===== config.mk =====
export PLATFORM = sky130hd
export DESIGN_NAME = wm_panel_ctrl
export DESIGN_NICKNAME = d
export VERILOG_FILES = /design/src/rtl/wm_panel_ctrl.sv
export SDC_FILE = /design/constraint.sdc
export NUM_CORES = 1
export LEC_CHECK = 0
export CORE_AREA = 2 2 55 57
export CTS_BUF_LIST = sky130_fd_sc_hd__clkbuf_16
export DETAILED_ROUTE_END_ITERATION = 16
export DIE_AREA = 0 0 57 59
export GPL_ROUTABILITY_DRIVEN = 1
export GPL_TIMING_DRIVEN = 1
export PLACE_DENSITY = 0.79
export SLEW_MARGIN = 20
export SYNTH_ARGS = -nofsm -noshare
export SYNTH_HDL_FRONTEND = slang
export SYNTH_SLANG_ARGS = --single-unit

===== constraint.sdc =====
create_clock -name clk -period 5.5 [get_ports clk]
set_clock_uncertainty 0.15 [all_clocks]
set_input_delay 0.55 -clock clk [delete_from_list [all_inputs] [get_ports clk]]
set_output_delay 0.55 -clock clk [all_outputs]
set_load 0.02 [all_outputs]

===== src/rtl/wm_panel_ctrl.sv =====
// Washing-machine front panel: conditions the start/pause/cancel buttons and runs the
// run/pause/cancel state machine, including the end-of-cycle beep sequence.
module wm_panel_ctrl #(
    parameter int unsigned DEBOUNCE_CYCLES = 4,
    parameter int unsigned BEEP_CYCLES     = 8,
    parameter int unsigned BEEP_COUNT      = 3
) (
    input  logic       clk,
    input  logic       reset,
    input  logic       start_raw,
    input  logic       pause_raw,
    input  logic       cancel_raw,
    input  logic       cycle_done,
    output logic       start_button,
    output logic       pause_button,
    output logic       beep,
    output logic [1:0] panel_state
);

    localparam int unsigned DB_W  = $clog2(DEBOUNCE_CYCLES + 1);
    localparam int unsigned PH_W  = $clog2(BEEP_CYCLES + 1);
    localparam int unsigned NUM_W = $clog2(BEEP_COUNT + 1);

    localparam logic [DB_W-1:0]  DB_MAX   = DB_W'(DEBOUNCE_CYCLES);
    localparam logic [PH_W-1:0]  PH_LAST  = PH_W'(BEEP_CYCLES - 1);
    localparam logic [NUM_W-1:0] NUM_LAST = NUM_W'(BEEP_COUNT - 1);

    typedef enum logic [1:0] {
        StIdle   = 2'b00,
        StRun    = 2'b01,
        StPaused = 2'b10,
        StFinish = 2'b11
    } state_e;

    logic [2:0] raw;
    logic [2:0] evt;
    logic       start_evt;
    logic       pause_evt;
    logic       cancel_evt;

    assign raw        = {cancel_raw, pause_raw, start_raw};
    assign start_evt  = evt[0];
    assign pause_evt  = evt[1];
    assign cancel_evt = evt[2];

    // Per-button sync, debounce and press-edge detection.
    for (genvar i = 0; i < 3; i++) begin : g_btn
        logic            sync1;
        logic            sync2;
        logic            level;
        logic            level_prev;
        logic [DB_W-1:0] cnt;

        always_ff @(posedge clk) begin
            if (reset) begin
                sync1      <= 1'b0;
                sync2      <= 1'b0;
                level      <= 1'b0;
                level_prev <= 1'b0;
                cnt        <= '0;
            end else begin
                sync1      <= raw[i];
                sync2      <= sync1;
                level_prev <= level;
                if (sync2 == level) begin
                    cnt <= '0;
                end else if (cnt == DB_MAX) begin
                    // Disagreement has persisted DEBOUNCE_CYCLES samples: accept it.
                    level <= sync2;
                    cnt   <= '0;
                end else begin
                    cnt <= cnt + 1'b1;
                end
            end
        end

        assign evt[i] = level & ~level_prev;
    end

    state_e           state;
    logic [PH_W-1:0]  phase_cnt;
    logic [NUM_W-1:0] beep_num;
    logic             beep_hi;

    assign panel_state = state;

    always_ff @(posedge clk) begin
        if (reset) begin
            state        <= StIdle;
            start_button <= 1'b0;
            pause_button <= 1'b0;
            beep         <= 1'b0;
            phase_cnt    <= '0;
            beep_num     <= '0;
            beep_hi      <= 1'b0;
        end else begin
            unique case (state)
                StIdle: begin
                    if (start_evt) begin
                        state        <= StRun;
                        start_button <= 1'b1;
                        pause_button <= 1'b0;
                    end
                end
                StRun, StPaused: begin
                    if (cancel_evt) begin
                        state        <= StIdle;
                        start_button <= 1'b0;
                        pause_button <= 1'b0;
                    end else if (cycle_done) begin
                        state        <= StFinish;
                        start_button <= 1'b0;
                        pause_button <= 1'b0;
                        beep         <= 1'b1;
                        beep_hi      <= 1'b1;
                        phase_cnt    <= '0;
                        beep_num     <= '0;
                    end else if (state == StRun && pause_evt) begin
                        state        <= StPaused;
                        pause_button <= 1'b1;
                    end else if (state == StPaused && (pause_evt || start_evt)) begin
                        state        <= StRun;
                        pause_button <= 1'b0;
                    end
                end
                StFinish: begin
                    if (cancel_evt) begin
                        state   <= StIdle;
                        beep    <= 1'b0;
                        beep_hi <= 1'b0;
                    end else if (phase_cnt == PH_LAST) begin
                        phase_cnt <= '0;
                        if (beep_hi) begin
                            beep_hi <= 1'b0;
                            beep    <= 1'b0;
                        end else if (beep_num == NUM_LAST) begin
                            state <= StIdle;
                        end else begin
                            beep_num <= beep_num + 1'b1;
                            beep_hi  <= 1'b1;
                            beep     <= 1'b1;
                        end
                    end else begin
                        phase_cnt <= phase_cnt + 1'b1;
                    end
                end
                default: begin
                    state        <= StIdle;
                    start_button <= 1'b0;
                    pause_button <= 1'b0;
                    beep         <= 1'b0;
                end
            endcase
        end
    end

endmodule


-- After elaboration in Yosys (flattened, before gate mapping)
Index checks and enable logic that the tools add are counted.
- bits in registers: 33
- input port bits: 6
- logic and storage cells: 124
- add/sub/neg operators: 5
- equal/unequal tests: 24
- multiplexer cells: 44
- bitwise gates (word level): 9
- reduce and logical (&&, ||, !) cells: 20
- operator list (cell ; count):
    2-bit two-way mux ; 15
    1-bit two-way mux ; 18
    4-bit two-way mux ; 4
    2-bit inequality test (second input constant) ; 7
    3-bit inequality test (second input constant) ; 4
    5-bit AND reduction ; 2
    3-bit by 1-bit adder with 3-bit output (second input constant) ; 3
    3-bit == test (second input constant) ; 3
    3-bit OR reduction ; 3
    1-bit case mux with 2 select lines ; 4
    4-bit case mux with 2 select lines ; 1
    4-bit AND reduction ; 2
    7-bit AND reduction ; 1
    2-bit == test (second input constant) ; 3
    1-bit NOT ; 6
    2-bit case mux with 3 select lines ; 1
    2-bit AND reduction ; 3
    3-bit AND reduction ; 2
    5-bit inequality test (second input constant) ; 1
    4-bit by 1-bit adder with 4-bit output (second input constant) ; 1
    4-bit by 3-bit == test with 1-bit output (second input constant) ; 1
    4-bit inequality test (second input constant) ; 1
    2-bit case mux with 2 select lines ; 1
    2-bit nonzero test ; 2
    8 further kinds ; 13

-- Depth between registers and ports, before layout
Gate-level depths: netlist (run 1).
- depth in word-level cells: 9
- depth in mapped cells: 7
- depth with buffers taken out: 6

-- Worst setup path after synthesis (run 1)
No wires, ideal clock.
- kind: reg2reg
- start: register state[0] (netlist: panel_state[0])
- end: register pause_button
- arrival: 1.717 ns
- path slack: 3.558 ns
- stages on the path, launching flop included: 7
- path buffers: 1
- path through: dfxtp_1 > inv_1 > ha_1 > buf_6 > nand2b_1 > or4_1 > a31oi_1
- word-level cells in the longest chain between the ends: 6
- elaborated cells on any way between the ends: 14
- RTL lines (item ; line ; source):
    start, declared ; 80 ; state_e state;
    start signal, assigned ; 89 ; state <= StIdle;
    start signal, assigned ; 100 ; state <= StRun;
    start signal, assigned ; 107 ; state <= StIdle;
    2-bit by 1-bit == test with 1-bit output ; 97, 118 ;
    1-bit logical AND ; 118 ; end else if (state == StRun && pause_evt) begin
    1-bit two-way mux ; 118 ;
    1-bit two-way mux ; 110 ; end else if (cycle_done) begin
    1-bit two-way mux ; 106 ; if (cancel_evt) begin
    1-bit case mux with 2 select lines ; 97 ; unique case (state)
    end signal, assigned ; 109 ; pause_button <= 1'b0;
    end signal, assigned ; 113 ; pause_button <= 1'b0;
    end signal, assigned ; 120 ; pause_button <= 1'b1;
    end, declared ; 15 ; output logic pause_button,
Parallel ways exist; a longest one is shown, timed or not.
A chain may end at the register's enable or synchronous reset.

-- Worst setup path after layout (run 1)
Same ends and word-level chain as after synthesis.

==> flow_summary.ini, run 1 <==
[route]
initialDrtViolationCount = 47
wl_mm = 3.041
first_pass_iters = 4
ant_nets = 0
avgViaCountPerCell = 5.714
num_vias = 1257
drc = 0
wl_per_cell_um = 13.82

[worst_hold_path]
hold_path.class = flop to flop
worstHoldPathCells = 1
min-delay-start = g_btn[1].sync1

[final_layout]
drive_above_1_share_pct = 6.349
nNetsFinal = 207
fillers = 212
synthToLayoutAreaGrowth_pct = 16.71
antenna_cells = 0

[yosys]
yosys.area.top_type = dfxtp_1
yosysSeqAreaShare_pct = 41.03
synthArstFlopShare_pct = 0
synthFlopType = dfxtp_1
synth_cell_types = 40
synth_most_common_cell = dfxtp_1
syn_avg_cell_area_um2 = 9.149
yosysTopAreaCellShare_pct = 41.03
syn_area_um2 = 1610
synth_area_leaders = dfxtp_1 (41%), ha_1 (10%), nor2b_1 (4.3%)
syn_inst = 176
synth-edff-count = 0
synth_warnings = 0
syn_nets = 195
ys_ff_latch = 33
synth_common_cells = dfxtp_1 (33), ha_1 (13), nor2_1 (13)

[sta]
tns_ns = 0
rsz0062_at_grt = false
layout_setup_ws_ns = 3.433
slew_viol_final = 0
max_freq_ghz = 0.4839
relSlewSlack_pct = 73.55
worst_slew_pin_slew_ns = 0.3968
layout_min_cycle_time_ns = 2.067
hold_viol = 0
setup_viol = 0
min_period_over_period_pct = 37.57

[floorplanning]
initial_utilization_pct = 59.42
io_pins = 11
die_area_um2 = 3363
chipWidth_um = 57
core_area_um2 = 2710
fp.dieH_um = 59
rows = 19

[critical_path]
crit_fanout = 10
reg2regPathDepth = 5
cp.required_ns = 5.55
crit_cells = 5
worstSetupPathType = flop to flop
cp_cell_sequence = inv_1 > ha_1 > nand2b_1 > or4_1 > a31oi_1
cp.arrival_ns = 2.11
setup.worst_path.start = panel_state[0]
cpPeakStageDelay_ns = 0.53
cp-start-kind = flop
cp-end-kind = flop
cp_top_family = simple AND/OR/NAND/NOR gates
crit_slowest_cell = or4_1
crit-reg2reg-launch = panel_state[0]
cp_num_buf_inv = 1

[cts]
cts_buffer_depth = 2
postCtsHoldBufs = 0
htreeDepth = 2
clk_latency_ns = 0.27
post_cts_resized = 0
clk_pin_slew_worst_paths_ns = 0.05
cts.sinks = 33
numCtsBuffers = 5
cts_tree = yes
root_buffer = clkbuf_16
cts_setup_buffers = 0

[place]
dpl.hpwl_mm = 2.095
port_buffers = 10
dp_slack_ns = 3.349
place.gp.congestion = 0.7851

[grt]
gr-usage-all-layers_pct = 20.62
grt_remaining_overflow = 0
grt_start_max_net_pins = 36
grt_pass1_vias = 1274
antenna_found_initial = 0
grt_pass1_wl_mm = 5.382

[run]
maxCapViolCount = 0

[power_and_ir_drop]
ir_drop_mv = 0.3221
p_leak_nw = 0.7768
p_per_area_nw_per_um2 = 320.9

[outcome]
outcome = complete, no violations
## worst register-to-register path, stage by stage, from the launching register on
cell,delay [ns]
dfxtp_1,0.40
inv_1,0.11
ha_1,0.47
nand2b_1,0.18
or4_1,0.53
a31oi_1,0.15
## final timing paths
kind	end	slack, ns
max	pause_button	3.43
min	g_btn[1].sync2	0.29
max reg2reg	pause_button	3.43
min reg2reg	g_btn[1].sync2	0.29
## power breakdown
group / total, W / internal, W / leakage (nW) / switching (W)
clock: 0.000302 / 0.000210 / 0.0826 / 0.0000925
sequential: 0.000250 / 0.000246 / 0.268 / 0.00000440
combinational: 0.0000504 / 0.0000228 / 0.426 / 0.0000276
## cell type report
cell class | count | area [µm²] | area share (%)
clock inverters | 3 | 37.54 | 1.997
multi-input cells | 126 | 868.3 | 46.21
clock buffers | 5 | 125.1 | 6.658
inverters | 11 | 41.29 | 2.197
flip-flops and latches | 33 | 660.6 | 35.15
repair buffers | 11 | 107.6 | 5.726
well taps | 31 | 38.79 | 2.064
## sequential cells by signal, indices dropped and copies added (netlist names)
register          count
g_btn.sync2           3
beep                  1
panel_state           2
beep_num              2
g_btn.level           3
g_btn.cnt             9
g_btn.level_prev      3
beep_hi               1
start_button          1
phase_cnt             4
pause_button          1
g_btn.sync1           3
## stage by stage
stage / cell area [µm²] / power (W) / std cells / utilization [%] / hold WS (ns)
6_report: 1879 / 0.0006031 / 220 / 69.34 / 0.2907
5_1_grt: 1879 / 0.0006193 / 220 / 69.34 / 0.3141
4_1_cts: 1879 / 0.0006078 / 220 / 69.34 / 0.2918
3_5_place_dp: 1717 / 0.0003041 / 212 / 63.34 / 0.2756
3_3_place_gp: 1717 / 0.0003024 / 212 / 63.34 / 0.2724
2_1_floorplan: 1610 / 0.0002897 / 176 / - / 0.2638
## routing by layer
layer / routed length, µm / global-route usage [%]
met1: 1336 / 23.38
met2: 1537 / 37.11
met3: 128 / 3.930
met4: 38 / 10.30
met5: 0 / 0
## cells in the final DEF (no fill, tap or decap), types with 2 or more instances in the layout
master / count
a21oi_1: 7
a31oi_1: 2
and3_1: 6
clkbuf_16: 5
clkdlybuf4s50_1: 10
dfxtp_1: 33
ha_1: 13
inv_1: 12
mux2i_1: 6
nand2_1: 11
nand2b_1: 9
nand3_1: 8
nand3b_1: 3
nor2_1: 13
nor2b_1: 11
nor3_1: 5
o211ai_1: 2
o21ai_0: 4
o22ai_1: 2
o32ai_1: 2
or2_2: 2
or3_1: 2
xnor2_1: 3
## logic make-up (layout without fill, tap and decap cells)
kind of cell             count (synthesis)  in the layout  synth area share [%]
flip-flops                              33             33                 41.03
XOR/XNOR                                 3              3                 1.632
multiplexers                             6              6                 3.730
AO/OA/AOI/OAI                           27             27                 11.58
AND/OR/NAND/NOR                         77             77                 26.89
buffers and inverters                   17             30                 5.050
adder cells (fa/ha/maj)                 13             13                 10.10
(Power assumes the default switching activity.)
==> run 2: changes to the inputs <==
--- a/config.mk
+++ b/config.mk
@@ -5,13 +5,13 @@
 export SDC_FILE = /design/constraint.sdc
 export NUM_CORES = 1
 export LEC_CHECK = 0
-export CORE_AREA = 2 2 55 57
+export CORE_AREA = 2 2 59 61
 export CTS_BUF_LIST = sky130_fd_sc_hd__clkbuf_16
 export DETAILED_ROUTE_END_ITERATION = 16
-export DIE_AREA = 0 0 57 59
+export DIE_AREA = 0 0 61 63
 export GPL_ROUTABILITY_DRIVEN = 1
 export GPL_TIMING_DRIVEN = 1
-export PLACE_DENSITY = 0.79
+export PLACE_DENSITY = 0.73
 export SLEW_MARGIN = 20
 export SYNTH_ARGS = -nofsm -noshare
 export SYNTH_HDL_FRONTEND = slang
==> constraint.sdc (replaced) <==
create_clock -name clk -period 1.9 [get_ports clk]
set_clock_uncertainty 0.15 [all_clocks]
set_input_delay 0.19 -clock clk [delete_from_list [all_inputs] [get_ports clk]]
set_output_delay 0.19 -clock clk [all_outputs]
set_load 0.02 [all_outputs]
==> flow_summary.ini, run 2 (synthesis gave the netlist of run 1 again) <==
[final_layout]
final_cell_mix = dfxtp_1 (31), inv_1 (14), nor2_1 (13)
antenna_cells = 0
synthToLayoutAreaGrowth_pct = 18.80
drive_above_1_share_pct = 8.421
reg.largest.list = g_btn.cnt: 9 flops, phase_cnt: 4 flops
fin_util_pct = 59.19
largest_register_ffs = 9
nNetsFinal = 208
regMostFlops = g_btn.cnt
final_common_cell = dfxtp_1

[route]
drc = 0
initialDrtViolationCount = 65
num_vias = 1257
wl_mm = 2.924
ant_nets = 0
avgViaCountPerCell = 5.326
first_pass_iters = 4
wl_per_cell_um = 12.39

[place]
port_buffers = 10
dpl.hpwl_mm = 2.100
place.gp.congestion = 0.8863
dp_slack_ns = 0.06079

[floorplanning]
core_area_um2 = 3232
io_pins = 11
fp.dieH_um = 63
rows = 21
die_area_um2 = 3843
chipWidth_um = 61
initial_utilization_pct = 49.83

[sta]
worst_slew_pin_slew_ns = 0.4371
slew_viol_final = 0
tns_ns = 0
layout_min_cycle_time_ns = 1.756
relSlewSlack_pct = 70.86
rsz0062_at_grt = false
hold_viol = 0
max_freq_ghz = 0.5694
min_period_over_period_pct = 92.44
layout_setup_ws_ns = 0.1437
setup_viol = 0

[run]
maxCapViolCount = 0

[cts]
clk_pin_slew_worst_paths_ns = 0.05
numCtsBuffers = 5
post_cts_resized = 0
cts_setup_buffers = 0
clk_latency_ns = 0.27
htreeDepth = 2
cts.sinks = 33
postCtsHoldBufs = 0
cts_buffer_depth = 2
cts_tree = yes
root_buffer = clkbuf_16

[critical_path]
cp.required_ns = 1.95
rrSetupSlack_ns = 0.14
cp-end-kind = flop
crit_fanout = 8
cp-start-kind = flop
cp.arrival_ns = 1.81
worstSetupPathType = flop to flop

[power_and_ir_drop]
ir_drop_mv = 0.6556
p_per_area_nw_per_um2 = 848.7
total_power_w = 0.001624
p_leak_nw = 0.7855

[grt]
grt_pass1_vias = 1158
grt_remaining_overflow = 0
grt_pass1_wl_mm = 5.002
gr-usage-all-layers_pct = 17.28
antenna_found_initial = 0
grt_start_max_net_pins = 36

[worst_hold_path]
hold_path.class = flop to flop

[outcome]
outcome = complete, no violations
## run 2: cell types whose count changed in the layout (fill, tap and decap cells not counted)
cell       previous run  this run
dfxtp_1              33        31
dfxtp_2               0         2
inv_1                12        14
a311oi_1              1         0
a311oi_2              0         1
buf_12                0         1
bufinv_16             1         0
clkinv_1              1         0
ha_1                 13        12
ha_4                  0         1
## run 2: worst paths after layout
| path | startpoint | to | cells after the start |
|---|---|---|---|
| worst min register to register | g_btn[0].sync1 | g_btn[0].sync2 | 1 |
| worst min-delay path | g_btn[0].sync1 | g_btn[0].sync2 | 1 |
| worst max register to register | panel_state[1] | pause_button | 5 |
| worst max-delay path | panel_state[1] | pause_button | 5 |
## run 2: final cells by class
cell class	instances	area, µm²
clock buffers	5	125.1
clock inverters	3	11.26
fillers	303	1319
inverters	11	41.29
multi-input cells	126	887.1
flip-flops and latches	33	663.1
well taps	46	57.56
repair buffers	12	127.6
## run 2: metrics by stage
stage	area (µm²)	cells	hold WS, ns
floorplan	1613	176	0.1682
global placement	1758	228	0.2689
detailed placement	1758	228	0.2739
CTS	1894	236	0.2853
global route	1913	236	0.2983
finish	1913	236	0.2809
## run 2: critical path, stage by stage, from the launching register on
cell and delay, ns:
dfxtp_2 0.35, inv_1 0.11, ha_4 0.32, nand2b_1 0.12
or4_1 0.51, a31oi_1 0.13
## run 2: where the power goes
group	internal, W	total, W	switching, W
Sequential	0.000712	0.000724	0.0000111
Clock	0.000470	0.000739	0.000270
Combinational	0.0000798	0.000161	0.0000811
Total	0.00126	0.00162	0.000362
## run 2: layer usage
layer | wire length [µm] | vias to the layer above | global-route usage (%)
met5 | 0 | - | 0
met4 | 55 | 0 | 7.337
met3 | 145 | 6 | 6.625
met2 | 1424 | 32 | 27.02
met1 | 1299 | 588 | 20.69
li1 | - | 631 | -
